### config.mk
export PLATFORM = sky130hd
export DESIGN_NAME = alu_issue_stage
export DESIGN_NICKNAME = d
export VERILOG_FILES = /design/src/rtl/alu_issue_stage_pkg.sv /design/src/rtl/alu_issue_stage_fwd_sel.sv /design/src/rtl/alu_issue_stage.sv
export SDC_FILE = /design/constraint.sdc
export NUM_CORES = 1
export LEC_CHECK = 0
export CAP_MARGIN = 10
export CORE_AREA = 2 2 156 158
export DETAILED_ROUTE_END_ITERATION = 7
export DIE_AREA = 0 0 158 160
export PLACE_DENSITY = 0.76
export SYNTH_ARGS = -nofsm -noshare
export SYNTH_HDL_FRONTEND = slang
export SYNTH_SLANG_ARGS = --single-unit
### constraint.sdc
create_clock -name clk -period 9.1 [get_ports clk]
set_input_delay 2.73 -clock clk [delete_from_list [all_inputs] [get_ports clk]]
set_output_delay 2.73 -clock clk [all_outputs]
set_load 0.02 [all_outputs]
### src/rtl/alu_issue_stage_pkg.sv
// Shared types and defaults for the decode-to-execute issue stage.
// Holds ALU opcodes, writeback result-source codes and forwarding-select codes.
package alu_issue_stage_pkg;

    localparam int DEF_DATA_W = 32;
    localparam int DEF_REG_AW = 5;

    typedef enum logic [2:0] {
        ALU_ADD = 3'b000,
        ALU_SUB = 3'b001,
        ALU_AND = 3'b010,
        ALU_OR  = 3'b011,
        ALU_XOR = 3'b100,
        ALU_SLT = 3'b101
    } alu_op_e;

    typedef enum logic [1:0] {
        RES_ALU = 2'b00,
        RES_MEM = 2'b01,
        RES_PC4 = 2'b10
    } result_src_e;

    typedef enum logic [1:0] {
        FWD_REG = 2'b00,
        FWD_W   = 2'b01,
        FWD_M   = 2'b10
    } fwd_sel_e;

endpackage

### src/rtl/alu_issue_stage_fwd_sel.sv
// Operand forwarding mux for one source register: MEM beats WB beats the registered value.
// Register 0 never forwards, whatever the producer claims.
module fwd_sel
    import alu_issue_stage_pkg::*;
#(
    parameter int DATA_W = DEF_DATA_W,
    parameter int REG_AW = DEF_REG_AW
) (
    input  logic [REG_AW-1:0] i_rs,
    input  logic [DATA_W-1:0] i_reg_val,
    input  logic [REG_AW-1:0] i_rd_m,
    input  logic              i_regwrite_m,
    input  logic [DATA_W-1:0] i_result_m,
    input  logic [REG_AW-1:0] i_rd_w,
    input  logic              i_regwrite_w,
    input  logic [DATA_W-1:0] i_result_w,
    output logic [DATA_W-1:0] o_val,
    output logic [1:0]        o_sel
);

    logic     w_hit_m;
    logic     w_hit_w;
    fwd_sel_e w_sel;

    assign w_hit_m = i_regwrite_m && (i_rd_m != '0) && (i_rd_m == i_rs);
    assign w_hit_w = i_regwrite_w && (i_rd_w != '0) && (i_rd_w == i_rs);

    always_comb begin
        // NOTE: defaults assigned first so every path drives both outputs; no latch is inferred.
        w_sel = FWD_REG;
        o_val = i_reg_val;
        if (w_hit_m) begin
            w_sel = FWD_M;
            o_val = i_result_m;
        end else if (w_hit_w) begin
            w_sel = FWD_W;
            o_val = i_result_w;
        end
    end

    assign o_sel = w_sel;

endmodule

### src/rtl/alu_issue_stage.sv
// Decode-to-execute pipeline register with valid/ready handshake, flush and
// MEM/WB operand forwarding that survives a stall by re-latching forwarded operands.
module alu_issue_stage
    import alu_issue_stage_pkg::*;
#(
    parameter int DATA_W = DEF_DATA_W,
    parameter int REG_AW = DEF_REG_AW
) (
    input  logic              clk,
    input  logic              rst,
    input  logic              valid_in,
    output logic              ready_out,
    input  logic [DATA_W-1:0] RD1D,
    input  logic [DATA_W-1:0] RD2D,
    input  logic [DATA_W-1:0] ImmExtD,
    input  logic [DATA_W-1:0] PCD,
    input  logic [REG_AW-1:0] Rs1D,
    input  logic [REG_AW-1:0] Rs2D,
    input  logic [REG_AW-1:0] RdD,
    input  logic              ALUSrcD,
    input  logic [2:0]        ALUControlD,
    input  logic              RegWriteD,
    input  logic [1:0]        ResultSrcD,
    input  logic              flush,
    input  logic [DATA_W-1:0] ALUResultM,
    input  logic [DATA_W-1:0] ResultW,
    input  logic [REG_AW-1:0] RdM,
    input  logic [REG_AW-1:0] RdW,
    input  logic              RegWriteM,
    input  logic              RegWriteW,
    input  logic              ready_in,
    output logic              valid_out,
    output logic [DATA_W-1:0] SrcAE,
    output logic [DATA_W-1:0] SrcBE,
    output logic [DATA_W-1:0] WriteDataE,
    output logic [DATA_W-1:0] PCE,
    output logic [DATA_W-1:0] ImmExtE,
    output logic [2:0]        ALUControlE,
    output logic [REG_AW-1:0] RdE,
    output logic              RegWriteE,
    output logic [1:0]        ResultSrcE
);

    logic              r_valid;
    logic [DATA_W-1:0] r_a;
    logic [DATA_W-1:0] r_b;
    logic [DATA_W-1:0] r_imm;
    logic [DATA_W-1:0] r_pc;
    logic [REG_AW-1:0] r_rs1;
    logic [REG_AW-1:0] r_rs2;
    logic [REG_AW-1:0] r_rd;
    logic              r_alu_src;
    logic [2:0]        r_alu_ctrl;
    logic              r_regwrite;
    logic [1:0]        r_result_src;

    logic              w_accept;
    logic              w_hold;
    logic [DATA_W-1:0] w_fwd_a;
    logic [DATA_W-1:0] w_fwd_b;
    logic [1:0]        w_sel_a;
    logic [1:0]        w_sel_b;

    assign ready_out = !r_valid || ready_in;
    assign w_accept  = valid_in && ready_out;
    assign w_hold    = r_valid && !ready_in;

    fwd_sel #(.DATA_W(DATA_W), .REG_AW(REG_AW)) u_fwd_a (
        .i_rs         (r_rs1),
        .i_reg_val    (r_a),
        .i_rd_m       (RdM),
        .i_regwrite_m (RegWriteM),
        .i_result_m   (ALUResultM),
        .i_rd_w       (RdW),
        .i_regwrite_w (RegWriteW),
        .i_result_w   (ResultW),
        .o_val        (w_fwd_a),
        .o_sel        (w_sel_a)
    );

    fwd_sel #(.DATA_W(DATA_W), .REG_AW(REG_AW)) u_fwd_b (
        .i_rs         (r_rs2),
        .i_reg_val    (r_b),
        .i_rd_m       (RdM),
        .i_regwrite_m (RegWriteM),
        .i_result_m   (ALUResultM),
        .i_rd_w       (RdW),
        .i_regwrite_w (RegWriteW),
        .i_result_w   (ResultW),
        .o_val        (w_fwd_b),
        .o_sel        (w_sel_b)
    );

    // Flush wins over both accept and hold; otherwise an open slot takes whatever decode offers.
    always_ff @(posedge clk or negedge rst) begin
        // NOTE: sequential state uses non-blocking assignments so all flops update together at the edge.
        if (!rst) begin
            r_valid <= 1'b0;
        end else if (flush) begin
            r_valid <= 1'b0;
        end else if (ready_out) begin
            r_valid <= valid_in;
        end
    end

    always_ff @(posedge clk or negedge rst) begin
        if (!rst) begin
            r_a          <= '0;
            r_b          <= '0;
            r_imm        <= '0;
            r_pc         <= '0;
            r_rs1        <= '0;
            r_rs2        <= '0;
            r_rd         <= '0;
            r_alu_src    <= 1'b0;
            r_alu_ctrl   <= ALU_ADD;
            r_regwrite   <= 1'b0;
            r_result_src <= RES_ALU;
        end else if (w_accept) begin
            r_a          <= RD1D;
            r_b          <= RD2D;
            r_imm        <= ImmExtD;
            r_pc         <= PCD;
            r_rs1        <= Rs1D;
            r_rs2        <= Rs2D;
            r_rd         <= RdD;
            r_alu_src    <= ALUSrcD;
            r_alu_ctrl   <= ALUControlD;
            r_regwrite   <= RegWriteD;
            r_result_src <= ResultSrcD;
        end else if (w_hold) begin
            // Capture forwarded operands so they stay valid after the producer retires.
            if (w_sel_a != FWD_REG) r_a <= w_fwd_a;
            if (w_sel_b != FWD_REG) r_b <= w_fwd_b;
        end
    end

    assign valid_out   = r_valid;
    assign SrcAE       = w_fwd_a;
    assign WriteDataE  = w_fwd_b;
    assign SrcBE       = r_alu_src ? r_imm : w_fwd_b;
    assign PCE         = r_pc;
    assign ImmExtE     = r_imm;
    assign ALUControlE = r_alu_ctrl;
    assign RdE         = r_rd;
    assign RegWriteE   = r_regwrite && r_valid;
    assign ResultSrcE  = r_result_src;

endmodule

==> results <==
[routing by layer]
| layer | vias up | GRT usage | share of wire |
|---|---|---|---|
| met5 | - | 0 | 0 |
| met4 | 0 | 0.117 | 0.040 |
| met3 | 73 | 0.0806 | 0.098 |
| met2 | 456 | 0.463 | 0.49 |
| met1 | 4379 | 0.305 | 0.38 |
| li1 | 4196 | - | - |
[metrics by stage]
| step | setup WS (ps) | instance area [um2] | hold WS (ps) | utilization |
|---|---|---|---|---|
| finish | 497 | 14200 | 509 | 0.597 |
| global route | 412 | 14200 | 525 | 0.597 |
| CTS | 536 | 14200 | 509 | 0.597 |
| detailed placement | 535 | 13600 | 492 | 0.571 |
| global placement | 590 | 13600 | 488 | 0.571 |
| floorplan | 1730 | 9250 | 473 | - |
[power by group through the flow]
stage	registers (W)	logic, W	clock network [W]
final	0.000819	0.000872	0.000760
after global routing	0.000829	0.000923	0.000804
after CTS	0.000819	0.000875	0.000776
after detailed placement	0.000831	0.000871	0
after global placement	0.000827	0.000863	0
after floorplan	0.000859	0.000383	0
[worst max-delay path, delay by kind of cell]
kind,cells,cell delay (ps)
buf+inv,3,1390
compound gates,3,1030
simple gates,2,730
[cells by family after synthesis]
family / Yosys count / synth area share
AO/OA/AOI/OAI: 168 / 0.150
XOR/XNOR: 20 / 0.0189
buffers and inverters: 151 / 0.0689
flip-flops: 151 / 0.409
multiplexers: 189 / 0.218
AND/OR/NAND/NOR: 293 / 0.135
[sequential cells by signal, summed over array words and instances (netlist names), 2 cells and up]
signal       cells
r_rs1            5
r_rs2            5
ImmExtE         32
ALUControlE      3
r_a             32
ResultSrcE       2
RdE              5
PCE             32
r_b             32
[placed cells by master, fill, tap and decap left out, types with 18 or more instances in the layout]
| master | count |
|---|---|
| nand2_1 | 153 |
| mux2i_1 | 89 |
| mux2_2 | 100 |
| nor3_1 | 64 |
| clkdlybuf4s50_1 | 401 |
| o221ai_1 | 44 |
| buf_4 | 21 |
| dfrtp_1 | 150 |
| o31ai_1 | 25 |
| xnor2_1 | 18 |
| o221ai_2 | 20 |
| inv_1 | 72 |
| nor2_1 | 51 |
| o21ai_0 | 39 |
| a211oi_1 | 25 |
[worst paths after layout]
path,slack (ps),from,end
max,500,RdW[0],SrcBE[2]
min,510,r_regwrite,r_regwrite
max reg2reg,6080,r_rs2[0],r_b[25]
min reg2reg,510,r_regwrite,r_regwrite
max in group asynchronous,5190,rst,r_a[9]
min in group asynchronous,2360,rst,ImmExtE[14]
[layout make-up]
cell class	instances	area, um2
fill	2105	9590
sequential	151	3780
timing repair buffer	428	4270
multi-input combinational	670	4890
antenna	1	2.50
clock buffer	18	439
tap	324	405
clock inverter	14	176
inverter	72	270
==> impl_results.md <==
* Post-CTS setup buffers at 0
* Syn Std Cell Area at 0.00925 mm2
* Wire length per cell at 20.6 um
* CTS Buffer Depth at 2
* Hold crit path type: reg2reg
* Net Sw Power at 0.000843 W
* Synth-to-layout area growth at 53.9%
* Post-synth cell types at 36
* Combinational share of power at 0.356
* Critical Path AT at 5870 ps
* H-tree Lvls at 4
* Leading area contributor after synthesis: dfrtp_1
* Max cap viols at 0
* Mean Syn Cell Area at 9.51 um2
* Ys Warns at 0
* Fin nets at 1571
* Worst-path cell chain: clkdlybuf4s50_1 > or4_4 > o211ai_4 > buf_4 > nor3_1 > a211oi_1 > o31ai_1 > clkdlybuf4s50_1
* IO Port Bufs at 403
* Site row count at 57
* Main flop type after synthesis: dfrtp_1
* Clock root cell: clkbuf_16
* CTS tree: done
* Clock Latency Late Sink at 430 ps
* Seq/Total Area, Yosys at 0.409
* Max-slew violations at 0
* CTS-repair resized insts at 0
* Detailed placement HPWL at 24600 um
* Crit path launch type: input port
* GRT Util Overall at 0.268
* Main area contributors after synthesis: dfrtp_1 41%, mux2_2 12%, mux2i_1 9.6%, nand2_1 6.2%, o221ai_1 4.2%
* Final WL at 34500 um
* Clk_skew at 15.0 ps
* Least-Margin Pin Slew at 1130 ps
* Slowest CP cell: or4_4
* Largest net degree at the start of global routing at 89
* Boundary Pins at 404
* CP max stage delay at 620 ps
* Most used cell along the critical path: clkdlybuf4s50_1
* # hold bufs at CTS at 0
* Share of cells above drive strength 1 at 0.144
* RSZ-0062 raised after global routing: false
* Reg2Reg Depth at 7
* Fraction of registers with async set/reset at 1.00
* Fmax at 0.116 GHz
* Core box area at 0.0238 mm2
* Internal power at 0.00161 W
* Clock transition at path regs at 70 ps
* Antenna-violating nets left at 0
* Grt total ovfl at 0
* Starting Density at 0.388
* Count of flip-flops with a built-in enable after synthesis at 0
* Leak pwr at 5.60 nW
* Iter 0 DRT Violations at 636
* Final Hold Vio Count at 0
* Crit Path Max Fanout at 15
* Status: completed
* Full die area at 0.0253 mm2
* Chip width at 158 um
* Synth Instances at 972
* First-pass iteration count of the detailed router at 5
* Net Count, Synth at 1203
* Placed insts at 1645
* Slew headroom at 0.246
* Most frequent cell after synthesis: nand2_1
* GPL Wtd Cong at 0.832
* First-pass GRT wire length at 52200 um
* Most instantiated cells after synthesis: 153 x nand2_1, 151 x dfrtp_1, 100 x mux2_2
* Clk network pwr share at 0.310
* Vias at 9104
* Final min period at 8600 ps
* Hold path cells at 1
* CTS Sinks at 151
* Critical Path RT at 6370 ps
* Flop pwr share at 0.334
* Die Y at 160 um
* Synth Register Bits at 151
* Via/cell ratio at 5.43
* Power per standard cell area at 172 mW/mm2
* Final setup viols at 0
* Initial antenna violation count at 1
* Top-area cell type share of the netlist area at 0.409
* Post-route insts no fill at 1678
* Power Total at 0.00245 W
* DRC at 0
* Critical path type: in2out
* Max VDD drop at 0.113 mV
* Vias in the first global route at 9453
* Switching share of power at 0.344
* Setup TNS Final at 0 ps
* CP Capture Type: output pin
* Final period utilization at 0.945
* Total CTS buffers at 17
Power figures use the tool's default switching activity.
